==> config.mk <==
export PLATFORM = sky130hd
export DESIGN_NAME = nmr_compare_voter
export DESIGN_NICKNAME = d
export VERILOG_FILES = /design/src/rtl/nmr_compare_voter.sv
export SDC_FILE = /design/constraint.sdc
export NUM_CORES = 1
export LEC_CHECK = 0
export CAP_MARGIN = 15
export CORE_ASPECT_RATIO = 0.9
export CORE_MARGIN = 4
export CORE_UTILIZATION = 35
export CTS_BUF_LIST = sky130_fd_sc_hd__clkbuf_8
export DETAILED_ROUTE_END_ITERATION = 12
export PLACE_DENSITY = 0.61
export SYNTH_ARGS = -nofsm -noshare
export SYNTH_HDL_FRONTEND = slang
export SYNTH_SLANG_ARGS = --single-unit
==> constraint.sdc <==
create_clock -name clk -period 2.45 [get_ports clk]
set_input_delay 0.3675 -clock clk [delete_from_list [all_inputs] [get_ports clk]]
set_output_delay 0.3675 -clock clk [all_outputs]
set_load 0.01 [all_outputs]
==> src/rtl/nmr_compare_voter.sv <==
// N-modular-redundancy compare/voter: collects one word per channel,
// optionally injects faults, then compares and majority-votes.
module nmr_compare_voter #(
    parameter int DATA_W   = 32,
    parameter int CHANNELS = 3,
    parameter int TIMEOUT  = 15,
    parameter int CNT_W    = 16
) (
    input  logic                       clk,
    input  logic                       rst,
    input  logic                       clear,
    input  logic [CHANNELS-1:0]        data_set,
    input  logic [CHANNELS*DATA_W-1:0] data,
    input  logic [DATA_W-1:0]          lfsr_mask,
    input  logic                       error_enable,
    input  logic [CHANNELS-1:0]        error_sel,
    input  logic                       cmp_enable,
    output logic [CHANNELS-1:0]        ready,
    output logic                       done,
    output logic                       match,
    output logic [DATA_W-1:0]          voted_data,
    output logic                       vote_valid,
    output logic [CHANNELS-1:0]        fault_chan,
    output logic                       interrupt_mismatch,
    output logic                       interrupt_timeout,
    output logic [CNT_W-1:0]           mismatch_count,
    output logic [11:0]                status_rgb
);

    localparam int TMO_W = $clog2(TIMEOUT + 1);

    typedef enum logic [1:0] {
        IDLE,
        COLLECT,
        COMPARE,
        RESULT
    } state_t;

    state_t state, state_n;

    logic [CHANNELS-1:0] set_q;
    logic [CHANNELS-1:0] captured;
    logic [CHANNELS-1:0] cap_mask;
    logic [DATA_W-1:0]   cap_data [CHANNELS];
    logic [TMO_W-1:0]    tmo_cnt;

    logic in_cap;
    logic all_cap;
    logic tmo_hit;
    logic cmp_fire;

    logic                all_eq;
    logic                maj_found;
    logic [DATA_W-1:0]   maj_data;
    logic [CHANNELS-1:0] maj_diff;
    logic [3:0]          vote_cnt;

    // Capture is only open before comparison; clear suppresses it.
    assign in_cap   = (state == IDLE) || (state == COLLECT);
    assign cap_mask = (in_cap && !clear) ?
                      (data_set & ~set_q & ~captured) : '0;
    assign all_cap  = &(captured | cap_mask);
    assign tmo_hit  = (state == COLLECT) && !clear && !all_cap &&
                      (tmo_cnt == TMO_W'(TIMEOUT - 1));
    assign cmp_fire = (state == COMPARE) && !clear;
    assign ready    = in_cap ? ~captured : '0;

    // State register.
    always_ff @(posedge clk) begin
        if (rst) state <= IDLE;
        else     state <= state_n;
    end

    // Next-state logic; clear beats timeout and final capture.
    always_comb begin
        state_n = state;
        unique case (state)
            IDLE: begin
                if (clear)          state_n = IDLE;
                else if (all_cap)   state_n = COMPARE;
                else if (|cap_mask) state_n = COLLECT;
            end
            COLLECT: begin
                if (clear)        state_n = IDLE;
                else if (all_cap) state_n = COMPARE;
                else if (tmo_hit) state_n = RESULT;
            end
            COMPARE: state_n = clear ? IDLE : RESULT;
            RESULT:  state_n = clear ? IDLE : RESULT;
            default: state_n = IDLE;
        endcase
    end

    // Equality check and first-found strict-majority vote.
    always_comb begin
        all_eq    = 1'b1;
        maj_found = 1'b0;
        maj_data  = '0;
        maj_diff  = '0;
        vote_cnt  = '0;
        for (int i = 1; i < CHANNELS; i++) begin
            if (cap_data[i] != cap_data[0]) all_eq = 1'b0;
        end
        for (int i = 0; i < CHANNELS; i++) begin
            vote_cnt = '0;
            for (int j = 0; j < CHANNELS; j++) begin
                if (cap_data[j] == cap_data[i]) vote_cnt = vote_cnt + 4'd1;
            end
            if (!maj_found && (vote_cnt > 4'(CHANNELS / 2))) begin
                maj_found = 1'b1;
                maj_data  = cap_data[i];
            end
        end
        for (int i = 0; i < CHANNELS; i++) begin
            maj_diff[i] = (cap_data[i] != maj_data);
        end
    end

    // Edge detect history and per-channel capture with fault injection.
    always_ff @(posedge clk) begin
        if (rst) begin
            set_q    <= '0;
            captured <= '0;
            for (int i = 0; i < CHANNELS; i++) cap_data[i] <= '0;
        end else begin
            set_q <= data_set;
            for (int i = 0; i < CHANNELS; i++) begin
                if (cap_mask[i]) begin
                    cap_data[i] <= data[i*DATA_W +: DATA_W] ^
                        ((error_enable && error_sel[i]) ? lfsr_mask : '0);
                end
            end
            if (clear || (state_n == IDLE)) captured <= '0;
            else                            captured <= captured | cap_mask;
        end
    end

    // Cycles spent in COLLECT.
    always_ff @(posedge clk) begin
        if (rst)                  tmo_cnt <= '0;
        else if (state == COLLECT) tmo_cnt <= tmo_cnt + 1'b1;
        else                      tmo_cnt <= '0;
    end

    // Result registers: loaded on timeout or COMPARE exit, held until clear.
    always_ff @(posedge clk) begin
        if (rst || clear) begin
            done               <= 1'b0;
            match              <= 1'b0;
            voted_data         <= '0;
            vote_valid         <= 1'b0;
            fault_chan         <= '0;
            interrupt_mismatch <= 1'b0;
            interrupt_timeout  <= 1'b0;
            status_rgb         <= 12'h000;
        end else if (tmo_hit) begin
            done              <= 1'b1;
            match             <= 1'b0;
            voted_data        <= '0;
            vote_valid        <= 1'b0;
            fault_chan        <= ~(captured | cap_mask);
            interrupt_timeout <= 1'b1;
            status_rgb        <= 12'h00F;
        end else if (cmp_fire && !cmp_enable) begin
            done       <= 1'b1;
            match      <= 1'b1;
            voted_data <= cap_data[0];
            vote_valid <= 1'b1;
            fault_chan <= '0;
            status_rgb <= 12'h0F0;
        end else if (cmp_fire) begin
            done               <= 1'b1;
            match              <= all_eq;
            voted_data         <= maj_found ? maj_data : '0;
            vote_valid         <= maj_found;
            fault_chan         <= maj_found ? maj_diff : '1;
            interrupt_mismatch <= !all_eq;
            status_rgb         <= all_eq    ? 12'h0F0 :
                                  maj_found ? 12'hFF0 : 12'hF00;
        end
    end

    // Saturating mismatch counter; survives clear, only reset clears it.
    always_ff @(posedge clk) begin
        if (rst) begin
            mismatch_count <= '0;
        end else if (cmp_fire && cmp_enable && !all_eq &&
                     (mismatch_count != '1)) begin
            mismatch_count <= mismatch_count + 1'b1;
        end
    end

endmodule

==> flow_metrics.py <==
metrics = {
    "setup_path": {
        "slowest_stage": "or4_4",
        "cp_data_required_time_ns": 2.87,
        "cpPeakStageDelay_ns": 0.51,
        "cp_cell_sequence": "buf_6 -> xor2_2 -> buf_4 -> nor4_4 -> nand4_1 -> nor4_4 -> or2_4 -> buf_12 -> buf_4 -> or4_4 -> a21oi_2",
        "cp_data_arrival_time_ns": 2.93,
        "worstPathMaxFanout": 7,
        "crit_type": "reg2reg",
        "startpoint_type": "flip-flop",
        "endpoint_kind": "flip-flop",
    },
    "placement": {
        "dpl_cell_area_sq_um": 11900,
        "place_congestion": 0.946,
        "dpl.hpwl_um": 21800,
        "io_buffers": 209,
    },
    "yosys": {
        "ys_async_sr_fraction": 0,
        "avgSynthCellArea_sq_um": 9.45,
        "synth_cells": 951,
        "synth_ff_type": "edfxtp_1",
        "syn-num-nets": 1093,
        "yosysSeqAreaShare": 0.479,
        "synth-seq-cells": 167,
        "ys_types": 48,
        "syn_area_sq_um": 8990,
        "ys_warn_count": 0,
        "synth_edf_count": 96,
    },
    "finish": {
        "final_cell_mix": "clkdlybuf4s50_1, xor2_1, nor2_1, nand2_1, edfxtp_1",
        "layout-drive-gt1-share": 0.161,
        "syn2layout_area_growth_pct": 44.1,
        "final_area_sq_um": 13000,
        "diodes": 0,
        "nets": 1361,
        "final_common_cell": "clkdlybuf4s50_1",
    },
    "global_routing": {
        "grt_max_degree": 97,
        "track_usage": 0.194,
        "overflow": 0,
        "grt_pass1_wl_um": 42500,
        "antenna_found_initial": 0,
        "grt_pass1_vias": 7345,
    },
    "floorplanning": {
        "start_util": 0.357,
        "fp.dieH_um": 160,
        "core_area_sq_um": 25200,
        "io_pins": 210,
        "rows": 55,
        "dieArea_sq_um": 28300,
        "dieWidth_um": 177,
    },
    "clock_network": {
        "insertion_delay_ns": 0.48,
        "htree_levels": 4,
        "cts_hold_buf": 0,
        "cts_buffers": 17,
        "clock_sinks": 167,
        "tritoncts": "built",
        "clock-root-buffer": "clkbuf_8",
        "clkTransAtPathRegs_ns": 0.10,
        "cts_max_path_buffers": 2,
    },
    "power": {
        "p_sw_uw": 1870,
        "pwr-share-clk": 0.311,
        "p_seq_frac": 0.506,
        "power_density_nw_per_um2": 496,
        "swShare": 0.292,
        "p_int_uw": 4550,
        "power.leakage_uw": 0.00481,
        "ir_drop_mv": 0.313,
        "p_comb_frac": 0.183,
        "p_total_uw": 6420,
    },
    "sta": {
        "fin_setup_tns_ns": -0.160,
        "fmax_ghz": 0.398,
        "tightest_slew_ns": 0.766,
        "setup_viol": 8,
        "fin_ws_ns": -0.0602,
        "rsz0062_at_grt": "yes",
        "min_period_over_period": 1.02,
        "period_minus_slack_ns": 2.51,
        "drv_slew": 0,
        "hold_violations": 0,
        "relSlewSlack": 0.489,
        "finalClockSkew_ns": 0.0214,
    },
    "detailed_routing": {
        "drt-pass1-iter-count": 5,
        "vias": 7740,
        "drtIter0Drc": 660,
        "drc": 0,
        "wl_per_cell_um": 18.3,
        "vias_per_cell": 4.92,
        "ant_nets": 0,
        "routed_wl_um": 28900,
    },
    "run": {
        "drv_cap": 0,
    },
    "status": {
        "violations": "negative setup slack",
        "status": "finished with violations",
    },
    "hold_path": {
        "min_path_type": "reg2reg",
    },
}
metal layers:
metal | wire [um] | track usage | part of all wire
met1 | 13500 | 0.287 | 0.47
met2 | 13100 | 0.294 | 0.45
met3 | 1950 | 0.0395 | 0.068
met4 | 375 | 0.0436 | 0.013
met5 | 0 | 0 | 0
cells by family (layout without fill, tap and decap cells):
kind of cell | Yosys count | count (layout) | synth area share
fa+ha+maj | 3 | 3 | 0.00418
mux | 8 | 8 | 0.0100
simple gates | 433 | 433 | 0.218
compound gates | 71 | 71 | 0.0601
flops | 167 | 167 | 0.479
buf+inv | 75 | 356 | 0.0404
xor+xnor | 194 | 194 | 0.189
per-stage QoR:
step	cells	worst slack, ns	hold WS [ns]	util
2_1_floorplan	951	0.155	0.430	-
3_3_place_gp	1518	-0.153	0.445	0.474
3_5_place_dp	1518	-0.190	0.456	0.474
4_1_cts	1554	0.00370	0.480	0.492
5_1_grt	1574	-0.0987	0.495	0.514
6_report	1574	-0.0602	0.472	0.514
state kept, by name, indices dropped and copies added (netlist names):
register and flops:
cap_data 96, captured 3, done 1, fault_chan 3, interrupt_mismatch 1, interrupt_timeout 1
match 1, mismatch_count 16, set_q 3, state 2, status_rgb 3, tmo_cnt 4
vote_valid 1, voted_data 32
layout make-up:
| class | count | area (sq um) |
|---|---|---|
| multi-input cells | 709 | 4660 |
| clock buffers | 17 | 234 |
| fillers | 2328 | 12200 |
| well taps | 342 | 428 |
| inverters | 8 | 30.0 |
| repair buffers | 316 | 3140 |
| clock inverters | 15 | 156 |
| flip-flops and latches | 167 | 4300 |
final timing paths:
path	from	end	slack, ns	cells past startpoint
setup / recovery	cap_data[0][8]$_SDFFCE_PP0P_	mismatch_count[14]$_SDFFE_PP0P_	-0.06	11
hold / removal	tmo_cnt[0]$_SDFF_PP0_	tmo_cnt[0]$_SDFF_PP0_	0.47	1
setup reg to reg	cap_data[0][8]$_SDFFCE_PP0P_	mismatch_count[14]$_SDFFE_PP0P_	-0.06	11
hold reg to reg	tmo_cnt[0]$_SDFF_PP0_	tmo_cnt[0]$_SDFF_PP0_	0.47	1
cells in the mapped netlist (all sizes together) (12+ instances only):
cell,count,area share
edfxtp,96,0.32
nor2,161,0.067
buf,26,0.020
nor2b,13,0.0090
nand4,41,0.029
clkbuf,41,0.017
a21oi,15,0.0096
dfxtp,71,0.16
xor2,193,0.19
nand3,12,0.0072
nand2,143,0.060
a311oi,32,0.031
nor4,28,0.020
power by group through the flow:
stage                     combinational, uW  sequential [uW]  clock (uW)
after global placement                 1070             3310           0
after CTS                              1090             3250        2040
after floorplan                         463             3290           0
after detailed placement               1070             3310           0
final                                  1170             3250        2000
after global routing                   1260             3270        2140
critical path, delay by kind of cell (launching register included):
kind,cells,cell delay [ns]
and+or+nand+nor,5,1.07
buffers and inverters,4,0.61
DFF,1,0.47
xor gates and xnor gates,1,0.17
AOI/OAI and AO/OA,1,0.12
what timing repair did:
item	CTS	global route
hold endpoints to repair	0	0
gates resized for setup	5	62
cloned	0	5
setup endpoints to repair	49	52
setup buffers	4	16
pin swaps	5	31
No activity file was read; power rests on OpenSTA's default activity.
